--- src/rtl/data_launch_pkg.sv ---
// Shared types and sizing helpers for the data_launch_1s source-domain launcher.
package data_launch_pkg;

    typedef enum logic {
        IDLE = 1'b0,
        HOLD = 1'b1
    } state_e;

    // Hold counter needs filt_size+3 bits to cover the longest legal window.
    localparam int unsigned CNT_W_EXTRA = 3;

    function automatic int unsigned cnt_width(input int unsigned filt_size);
        return filt_size + CNT_W_EXTRA;
    endfunction

    function automatic int unsigned hold_len(input int unsigned hold_s,
                                             input int unsigned f_sync_type);
        return hold_s + f_sync_type + 1;
    endfunction

endpackage

--- src/rtl/data_launch_hold_cnt.sv ---
// Loadable down-counter timing the hold window; saturates at zero.
module data_launch_hold_cnt #(
    parameter int unsigned CNT_W = 4
) (
    input  logic             clk_s,
    input  logic             rst_s,
    input  logic             clr_s,
    input  logic             load_s,
    input  logic [CNT_W-1:0] load_val_s,
    output logic             zero_s
);

    logic [CNT_W-1:0] cnt_q;
    logic [CNT_W-1:0] cnt_d;

    always_comb begin
        cnt_d = cnt_q;
        if (clr_s) begin
            cnt_d = '0;
        end else if (load_s) begin
            cnt_d = load_val_s;
        end else if (cnt_q != '0) begin
            cnt_d = cnt_q - CNT_W'(1);
        end
    end

    always_ff @(posedge clk_s or posedge rst_s) begin
        if (rst_s) begin
            cnt_q <= '0;
        end else begin
            cnt_q <= cnt_d;
        end
    end

    assign zero_s = (cnt_q == '0);

endmodule

--- src/rtl/data_launch_1s.sv ---
// Source-domain launcher: holds each word on data_s for H cycles so the
// destination synchronizer and filter can qualify it; one pending slot.
module data_launch_1s
    import data_launch_pkg::*;
#(
    parameter int unsigned width       = 8,
    parameter int unsigned f_sync_type = 2,
    parameter int unsigned filt_size   = 1
) (
    input  logic               clk_s,
    input  logic               rst_s,
    input  logic               init_s_n,
    input  logic               push_s,
    input  logic [width-1:0]   data_in_s,
    input  logic [filt_size:0] hold_s,
    output logic               ready_s,
    output logic [width-1:0]   data_s,
    output logic               launch_s,
    output logic               busy_s,
    output logic               ovf_s
);

    localparam int unsigned CNT_W = cnt_width(filt_size);

    state_e             state_q, state_d;
    logic [width-1:0]   data_q, data_d;
    logic [width-1:0]   pend_q, pend_d;
    logic               pend_vld_q, pend_vld_d;
    logic               launch_q, launch_d;
    logic               ovf_q, ovf_d;

    logic               accept;
    logic               cnt_clr;
    logic               cnt_load;
    logic               cnt_zero;
    logic [CNT_W-1:0]   cnt_val;

    // Counter is loaded with H-1 so that zero marks the last hold cycle.
    assign cnt_val = CNT_W'(hold_len(32'(hold_s), f_sync_type) - 32'd1);
    assign cnt_clr = ~init_s_n;

    data_launch_hold_cnt #(
        .CNT_W(CNT_W)
    ) u_hold_cnt (
        .clk_s      (clk_s),
        .rst_s      (rst_s),
        .clr_s      (cnt_clr),
        .load_s     (cnt_load),
        .load_val_s (cnt_val),
        .zero_s     (cnt_zero)
    );

    always_comb begin
        state_d    = state_q;
        data_d     = data_q;
        pend_d     = pend_q;
        pend_vld_d = pend_vld_q;
        launch_d   = 1'b0;
        ovf_d      = ovf_q;
        cnt_load   = 1'b0;
        accept     = push_s && !pend_vld_q;

        if (!init_s_n) begin
            state_d    = IDLE;
            data_d     = '0;
            pend_d     = '0;
            pend_vld_d = 1'b0;
            ovf_d      = 1'b0;
        end else begin
            if (push_s && pend_vld_q) begin
                ovf_d = 1'b1;
            end
            unique case (state_q)
                IDLE: begin
                    if (accept) begin
                        data_d   = data_in_s;
                        launch_d = 1'b1;
                        cnt_load = 1'b1;
                        state_d  = HOLD;
                    end
                end
                HOLD: begin
                    if (!cnt_zero) begin
                        if (accept) begin
                            pend_d     = data_in_s;
                            pend_vld_d = 1'b1;
                        end
                    // Last hold cycle: pending word wins over a bypass push.
                    end else if (pend_vld_q) begin
                        data_d     = pend_q;
                        pend_vld_d = 1'b0;
                        launch_d   = 1'b1;
                        cnt_load   = 1'b1;
                    end else if (accept) begin
                        data_d   = data_in_s;
                        launch_d = 1'b1;
                        cnt_load = 1'b1;
                    end else begin
                        state_d = IDLE;
                    end
                end
                default: state_d = IDLE;
            endcase
        end
    end

    always_ff @(posedge clk_s or posedge rst_s) begin
        if (rst_s) begin
            state_q    <= IDLE;
            data_q     <= '0;
            pend_q     <= '0;
            pend_vld_q <= 1'b0;
            launch_q   <= 1'b0;
            ovf_q      <= 1'b0;
        end else begin
            state_q    <= state_d;
            data_q     <= data_d;
            pend_q     <= pend_d;
            pend_vld_q <= pend_vld_d;
            launch_q   <= launch_d;
            ovf_q      <= ovf_d;
        end
    end

    assign ready_s  = ~pend_vld_q;
    assign data_s   = data_q;
    assign launch_s = launch_q;
    assign busy_s   = (state_q == HOLD);
    assign ovf_s    = ovf_q;

endmodule

--- config.mk ---
export PLATFORM = sky130hd
export DESIGN_NAME = data_launch_1s
export DESIGN_NICKNAME = d
export VERILOG_FILES = /design/src/rtl/data_launch_pkg.sv /design/src/rtl/data_launch_hold_cnt.sv /design/src/rtl/data_launch_1s.sv
export SDC_FILE = /design/constraint.sdc
export NUM_CORES = 1
export LEC_CHECK = 0
export ABC_AREA = 1
export ABC_CLOCK_PERIOD_IN_PS = 1300
export CAP_MARGIN = 15
export CELL_PAD_IN_SITES_DETAIL_PLACEMENT = 1
export CELL_PAD_IN_SITES_GLOBAL_PLACEMENT = 2
export CORE_UTILIZATION = 26
export CTS_BUF_LIST = sky130_fd_sc_hd__clkbuf_16
export DETAILED_ROUTE_END_ITERATION = 16
export GPL_TIMING_DRIVEN = 0
export PLACE_DENSITY = 0.84
export RECOVER_POWER = 25
export SYNTH_ARGS = -nofsm -noshare
export SYNTH_HDL_FRONTEND = slang
export SYNTH_SLANG_ARGS = --single-unit
--- constraint.sdc ---
create_clock -name clk_s -period 1.3 [get_ports clk_s]
set_input_delay 0.195 -clock clk_s [delete_from_list [all_inputs] [get_ports clk_s]]
set_output_delay 0.195 -clock clk_s [all_outputs]
set_load 0.02 [all_outputs]
==> results of run 1 <==
## worst min path at each step
stage,slack (ps),from,to,depth (start not counted)
global placement,470,pend_q[6],pend_q[6],2
detailed placement,490,pend_q[1],pend_q[1],2
global route,420,push_s,ovf_s,3
floorplan,210,rst_s,busy_s,1
CTS,500,pend_q[0],pend_q[0],2
finish,380,push_s,ovf_s,3
## state kept, by name (all words and copies together), names as in the netlist
signal	cells
data_s	8
ovf_s	1
pend_q	8
u_hold_cnt.cnt_q	4
pend_vld_q	1
busy_s	1
launch_s	1
## per-stage QoR
step	setup WS, ps	power (mW)	setup TNS (ps)	instance area [um^2]
detailed placement	-376	2.14	-9180	1530
CTS	10.7	3.19	0	1710
floorplan	34.0	1.74	0	1210
global route	-63.3	3.69	-571	1850
finish	12.9	3.45	0	1850
global placement	-306	2.09	-6970	1530
## layer usage
layer	global-route usage (%)	vias to the layer above	wire length, um
li1	-	552	-
met1	16.8	571	1480
met2	28.7	20	1840
met3	3.32	2	105
met4	2.00	0	10
met5	0	-	0
## power by group
group	internal, mW	total [mW]	leakage (nW)	switching, mW
registers	0.904	1.05	0.318	0.143
logic	0.672	1.52	0.561	0.844
clock network	0.612	0.885	0.0511	0.273
total	2.19	3.45	0.931	1.26
## layout make-up
class	count	area share (%)
buffer	1	0.811
multi-input combinational	104	34.8
sequential	24	32.6
timing repair buffer	36	18.2
tap	52	3.51
inverter	19	4.46
clock buffer	3	4.05
clock inverter	1	1.62
## tightest hold or removal path: stages
cell	delay, ps
dlymetal6s2s_1	200
a21oi_1	160
nor2_1	50
## cell families (layout without fill, tap and decap cells)
family | Yosys count | in the layout | synth area share (%)
adder cells (fa/ha/maj) | 2 | 2 | 2.06
flip-flops | 24 | 24 | 49.4
buffers and inverters | 20 | 60 | 6.80
AO/OA/AOI/OAI | 21 | 21 | 10.4
AND/OR/NAND/NOR | 79 | 79 | 29.9
XOR/XNOR | 2 | 2 | 1.44
## layout by cell type, fill, tap and decap left out
cell type,Yosys,routed
xnor2_1,1,1
nor3_4,1,1
buf_6,1,1
a31oi_4,0,1
inv_6,0,1
ha_1,2,1
o21ai_1,1,7
xor2_1,1,1
dfrtp_2,0,2
inv_2,2,4
buf_4,0,9
buf_8,0,1
clkinvlp_4,0,1
dlygate4sd3_1,0,1
o211ai_1,1,1
ha_4,0,1
nand2_2,2,2
dfrtp_1,24,22
nand3_4,0,1
buf_2,0,1
nand4_1,1,1
clkbuf_16,0,4
inv_4,0,1
o21ai_2,0,2
nand2_1,45,43
nor2_4,1,3
nand3_2,1,1
inv_1,17,12
nor2_1,19,18
nor3_1,1,1
bufinv_16,0,1
nor2_2,2,1
a21oi_1,1,1
a31oi_1,1,1
nand3_1,3,2
dlygate4sd2_1,0,12
nand2_8,0,5
clkdlybuf4s50_1,0,10
o22ai_1,8,8
dlymetal6s2s_1,0,1
## what timing repair did
item | in CTS | in global routing
endpoints found under the setup margin | 34 | 24
cloned | 0 | 1
resized for setup | 32 | 24
pin swaps | 6 | 8
hold buffers | 0 | 0
buffers inserted | 6 | 5
==> summary.txt, run 1 <==
Synthesis
  • Syn_area_per_cell: 8.21 um^2
  • Syn nets: 164
  • Post-Syn Area: 1210 um^2
  • Syn Inst Count: 148
  • Post-synth top area share: 49.4%
  • Post-synth ARST share: 100%
  • Seq cells post-synth: 24
  • Post-synth top flop: dfrtp_1
  • EDFF count, synth: 0
  • Post-synthesis sequential area ratio: 49.4%
  • Synth area leaders: dfrtp_1 49%, nand2_1 14%, nor2_1 5.9%, inv_1 5.3%, o22ai_1 4.1%
  • Top cells by count, synth: 45 x nand2_1, 24 x dfrtp_1, 19 x nor2_1, 17 x inv_1
  • Synth unique cells: 25
  • Ys Warns: 0
  • Area leader, netlist: dfrtp_1
  • Most frequent cell after synthesis: nand2_1

STA
  • Tcrit/Tclk final: 99.0%
  • Hold WS: 379 ps
  • Fin. Hold Viols: 0
  • Final Max Slew Viols: 0
  • Skew final: 1.87 ps
  • Fin crit period: 1290 ps
  • Final setup viols: 0
  • RSZ-0062 raised after global routing: yes
  • Max-slew headroom: 62.9%
  • Fmax achieved: 777 MHz
  • Worst slew pin tran: 555 ps

Critical path
  • CP Capture Point: data_s[6]
  • Type of element launching the critical path: register
  • Worst-path fanout max: 8
  • Levels on crit path: 8
  • Worst EP arrival: 1490 ps
  • Cells along the critical path: inv_2, ha_4, nand2_8, nand2_8, inv_6, nor2_4, nand2_1, nand2_1
  • Kind of cell adding the most delay to the critical path: simple AND/OR/NAND/NOR gates
  • Flop-to-flop setup slack: 10 ps
  • Critical path type: register to register
  • R2R Path End: data_s[6]
  • R2R Path Start: u_hold_cnt.cnt_q[1]
  • Worst Path Buf+Inv: 2
  • Crit path from: u_hold_cnt.cnt_q[1]
  • Critical path required time: 1500 ps
  • Worst Reg-to-Reg Cells: 8
  • Critical-path top delay cell: dfrtp_1
  • Crit-path max cell delay: 400 ps
  • Setup crit end kind: register

Finish
  • Register Area: 603 um^2
  • Fillers: 511
  • Layout cell share with drive strength beyond 1: 23.4%
  • Multi-input logic area: 644 um^2
  • Util after Layout: 42.0%
  • Final Non-Filler Cells: 240
  • N_diodes: 0
  • P&R area growth vs syn: 52.4%
  • Final nets: 205

Clock network
  • Buffer type at the clock tree root: clkbuf_16
  • H-tree level count: 1
  • Register clock-pin slew on the reported worst setup and hold paths: 60 ps
  • TritonCTS clock tree: built
  • Worst skew pair latency: 260 ps
  • CTS Sinks: 24
  • CTS Buffer Depth: 2
  • Total CTS buffers: 3

Placement
  • Routability-driven placement congestion ratio: 0.726
  • Final HPWL DP: 2350 um
  • Placed Instances: 225
  • Buffers on Ports: 25

Pwr
  • Static Leak: 0.931 nW
  • Cell Pwr Density: 1860 nW/um^2
  • Max IR drop VDD: 0.751 mV

Run
  • Max-cap violations: 0

Floorplanning
  • Row Count: 24
  • Die Y: 70.4 um
  • Starting density of the core: 27.5%
  • Core ar.: 4410 um^2
  • Die W: 70.4 um
  • # IOs: 26
  • Die area: 4950 um^2

Global routing
  • Grt ovf: 0
  • Total track usage: 14.9%
  • Initial antenna violation count: 0
  • Number of global-route vias before repair: 1265
  • Global-route wire length before repair: 5870 um
  • Largest net degree at the start of global routing: 25

Detailed routing
  • Initial drt markers: 36
  • Total number of vias: 1145
  • Initial DRT Pass Iterations: 4
  • Routed Antenna Nets: 0
  • Via/cell ratio: 4.77
  • DRC violations left: 0
  • DRT Wirelength: 3440 um
  • DR WL/cell: 14.3 um

Hold path
  • Hold/Removal Path Class: input pin to register

Status
  • Status: finished clean
Power figures use the tool's default switching activity.
==> inputs of run 2 (changes only) <==
--- a/config.mk
+++ b/config.mk
@@ -6,15 +6,15 @@
 export NUM_CORES = 1
 export LEC_CHECK = 0
 export ABC_AREA = 1
-export ABC_CLOCK_PERIOD_IN_PS = 1300
+export ABC_CLOCK_PERIOD_IN_PS = 1310
 export CAP_MARGIN = 15
 export CELL_PAD_IN_SITES_DETAIL_PLACEMENT = 1
 export CELL_PAD_IN_SITES_GLOBAL_PLACEMENT = 2
-export CORE_UTILIZATION = 26
+export CORE_UTILIZATION = 29
 export CTS_BUF_LIST = sky130_fd_sc_hd__clkbuf_16
 export DETAILED_ROUTE_END_ITERATION = 16
 export GPL_TIMING_DRIVEN = 0
-export PLACE_DENSITY = 0.84
+export PLACE_DENSITY = 0.88
 export RECOVER_POWER = 25
 export SYNTH_ARGS = -nofsm -noshare
 export SYNTH_HDL_FRONTEND = slang
==> constraint.sdc (replaced) <==
create_clock -name clk_s -period 1.31 [get_ports clk_s]
set_input_delay 0.1965 -clock clk_s [delete_from_list [all_inputs] [get_ports clk_s]]
set_output_delay 0.1965 -clock clk_s [all_outputs]
set_load 0.02 [all_outputs]
==> summary.txt, run 2 (same netlist as run 1, synthesis figures left out) <==
Status
  • Status: finished clean (unchanged)

Critical path
  • R2R Path End: data_s[0] (was data_s[6])
  • R2R Path Start: pend_vld_q (was u_hold_cnt.cnt_q[1])
  • Worst-path fanout max: 10 (was 8)
  • Type of element launching the critical path: register (unchanged)
  • Flop-to-flop setup slack: 10 ps (about the same)
  • Worst Reg-to-Reg Cells: 8 (unchanged)
  • Critical path required time: 1460 ps (was 1500 ps)
  • Setup crit end kind: register (unchanged)
  • Critical path type: register to register (unchanged)
  • Worst EP arrival: 1450 ps (was 1490 ps)

Floorplanning
  • Starting density of the core: 30.4% (was 27.5%)
  • # IOs: 26 (unchanged)
  • Core ar.: 4000 um^2 (was 4410 um^2)
  • Die W: 66.7 um (was 70.4 um)
  • Row Count: 23 (was 24)
  • Die Y: 66.7 um (was 70.4 um)
  • Die area: 4450 um^2 (was 4950 um^2)

Placement
  • Placed inst area: 1530 um^2 (about the same)
  • Buffers on Ports: 25 (unchanged)
  • Final HPWL DP: 2400 um (was 2350 um)
  • Worst slack, placed: -366 ps (was -376 ps)
  • Routability-driven placement congestion ratio: 0.749 (was 0.726)

Pwr
  • Psw: 1.27 mW (was 1.26 mW)
  • Sw Ratio: 39.9% (was 36.5%)
  • Total Power: 3.18 mW (was 3.45 mW)
  • P_int: 1.91 mW (was 2.19 mW)
  • Clk network pwr share: 20.7% (was 25.7%)
  • Sequential power share: 32.6% (was 30.3%)
  • Static Leak: 0.905 nW (was 0.931 nW)
  • Max IR drop VDD: 0.641 mV (was 0.751 mV)
  • Cell Pwr Density: 1770 nW/um^2 (was 1860 nW/um^2)
  • Combinational power share: 46.7% (was 44.0%)

STA
  • Hold WS: 331 ps (was 379 ps)
  • Fmax achieved: 771 MHz (was 777 MHz)
  • Worst slew pin tran: 939 ps (was 555 ps)
  • Tcrit/Tclk final: 99.0% (about the same)
  • Fin crit period: 1300 ps (was 1290 ps)
  • Max-slew headroom: 37.3% (was 62.9%)
  • Final Max Slew Viols: 0 (unchanged)
  • RSZ-0062 raised after global routing: yes (unchanged)
  • Skew final: 3.42 ps (was 1.87 ps)
  • Fin. Hold Viols: 0 (unchanged)
  • TNS Setup: 0 ps (unchanged)
  • Worst setup margin: 13.0 ps (was 12.9 ps)
  • Final setup viols: 0 (unchanged)

Finish
  • Layout cell share with drive strength beyond 1: 21.8% (was 23.4%)
  • P&R area growth vs syn: 47.7% (was 52.4%)
  • Commonest cells after routing, fill and taps aside: 43 x nand2_1, 22 x dfrtp_1, 17 x nor2_1 (was 43 x nand2_1, 22 x dfrtp_1, 18 x nor2_1)
  • Design Area, Final: 1790 um^2 (was 1850 um^2)
  • Fillers: 472 (was 511)
  • Most common cell after layout, fill and taps aside: nand2_1 (unchanged)
  • N_diodes: 0 (unchanged)
  • Final nets: 206 (was 205)

Clock network
  • Total CTS buffers: 3 (unchanged)
  • TritonCTS clock tree: built (unchanged)
  • Buffer type at the clock tree root: clkbuf_16 (unchanged)
  • Worst skew pair latency: 260 ps (about the same)
  • CTS Buffer Depth: 2 (unchanged)
  • CTS Sinks: 24 (unchanged)
  • H-tree level count: 1 (unchanged)
  • Register clock-pin slew on the reported worst setup and hold paths: 60 ps (about the same)

Hold path
  • Worst hold path startpoint: push_s (unchanged)
  • Hold/Removal Path Class: input pin to register (unchanged)
  • Hold depth: 3 (unchanged)
  • Worst hold endpoint: ovf_s (unchanged)

Global routing
  • Total track usage: 17.9% (was 14.9%)
  • Largest net degree at the start of global routing: 25 (unchanged)
  • Grt ovf: 0 (unchanged)
  • Number of global-route vias before repair: 1206 (was 1265)
  • Global-route wire length before repair: 5800 um (was 5870 um)
  • Initial antenna violation count: 0 (unchanged)

Detailed routing
  • Via/cell ratio: 4.83 (was 4.77)
  • Initial drt markers: 30 (was 36)
  • Initial DRT Pass Iterations: 4 (unchanged)
  • Total number of vias: 1150 (was 1145)
  • DRC violations left: 0 (unchanged)
  • Routed Antenna Nets: 0 (unchanged)
  • DRT Wirelength: 3680 um (was 3440 um)
  • DR WL/cell: 15.5 um (was 14.3 um)

Run
  • Max-cap violations: 0 (unchanged)
run 2: cell count changes in the layout (fill, tap and decap cells not counted), sizes merged:
cell	before	now
bufinv	1	0
clkdlybuf4s15	0	1
clkdlybuf4s50	10	11
clkinvlp	1	0
dlygate4sd2	12	11
dlygate4sd3	1	0
inv	18	19
nand3	4	5
run 2: area by class of cell:
class,count,area (um^2),share of cell area (%)
buffer,1,11.3,0.628
tap,50,62.6,3.49
clock buffer,3,75.1,4.18
timing repair buffer,36,315,17.6
sequential,24,603,33.6
inverter,19,78.8,4.39
multi-input combinational,105,648,36.1
run 2: power by group through the flow:
stage	combinational, mW	sequential, mW	clock [mW]
final	1.49	1.04	0.658
after CTS	1.32	1.03	0.682
after floorplan	0.628	1.10	0
after detailed placement	1.09	1.04	0
after global placement	1.04	1.03	0
after global routing	1.63	1.06	0.713
run 2: what timing repair did:
item / CTS / global route
buffers inserted: 6 / 5
resized for setup: 35 / 16
pin swaps: 4 / 12
hold buffers: 0 / 0
gates cloned: 1 / 0
setup endpoints to repair: 34 / 22
run 2: worst max path at each step:
stage                        startpoint  slack [ps]         to
detailed placement             init_s_n        -370  pend_q[6]
floorplan           u_hold_cnt.cnt_q[0]          40  pend_q[0]
global placement               init_s_n        -290  pend_q[4]
finish                       pend_vld_q          10  data_s[0]
global route        u_hold_cnt.cnt_q[0]         -80  data_s[0]
CTS                          pend_vld_q          -9  data_s[1]
run 2: metal layers:
layer,up-vias,part of all wire (%),GRT usage (%)
li1,554,-,-
met1,560,41,21.6
met2,31,54,32.2
met3,5,3.8,3.08
met4,0,1.1,4.79
met5,-,0,0
run 2: metrics by stage:
step | instances | util [%]
after global placement | 223 | 38.2
final | 238 | 44.9
after detailed placement | 223 | 38.2
after floorplan | 148 | -
after CTS | 233 | 43.1
after global routing | 238 | 44.9
run 2: worst max-delay path, cell delays in order (launching register included):
cell	delay (ps)
dfrtp_2	410
buf_4	170
nand2_8	100
nand2_4	70
buf_6	150
nor2_1	100
nor2_1	60
nand2_1	70
nand2_1	50
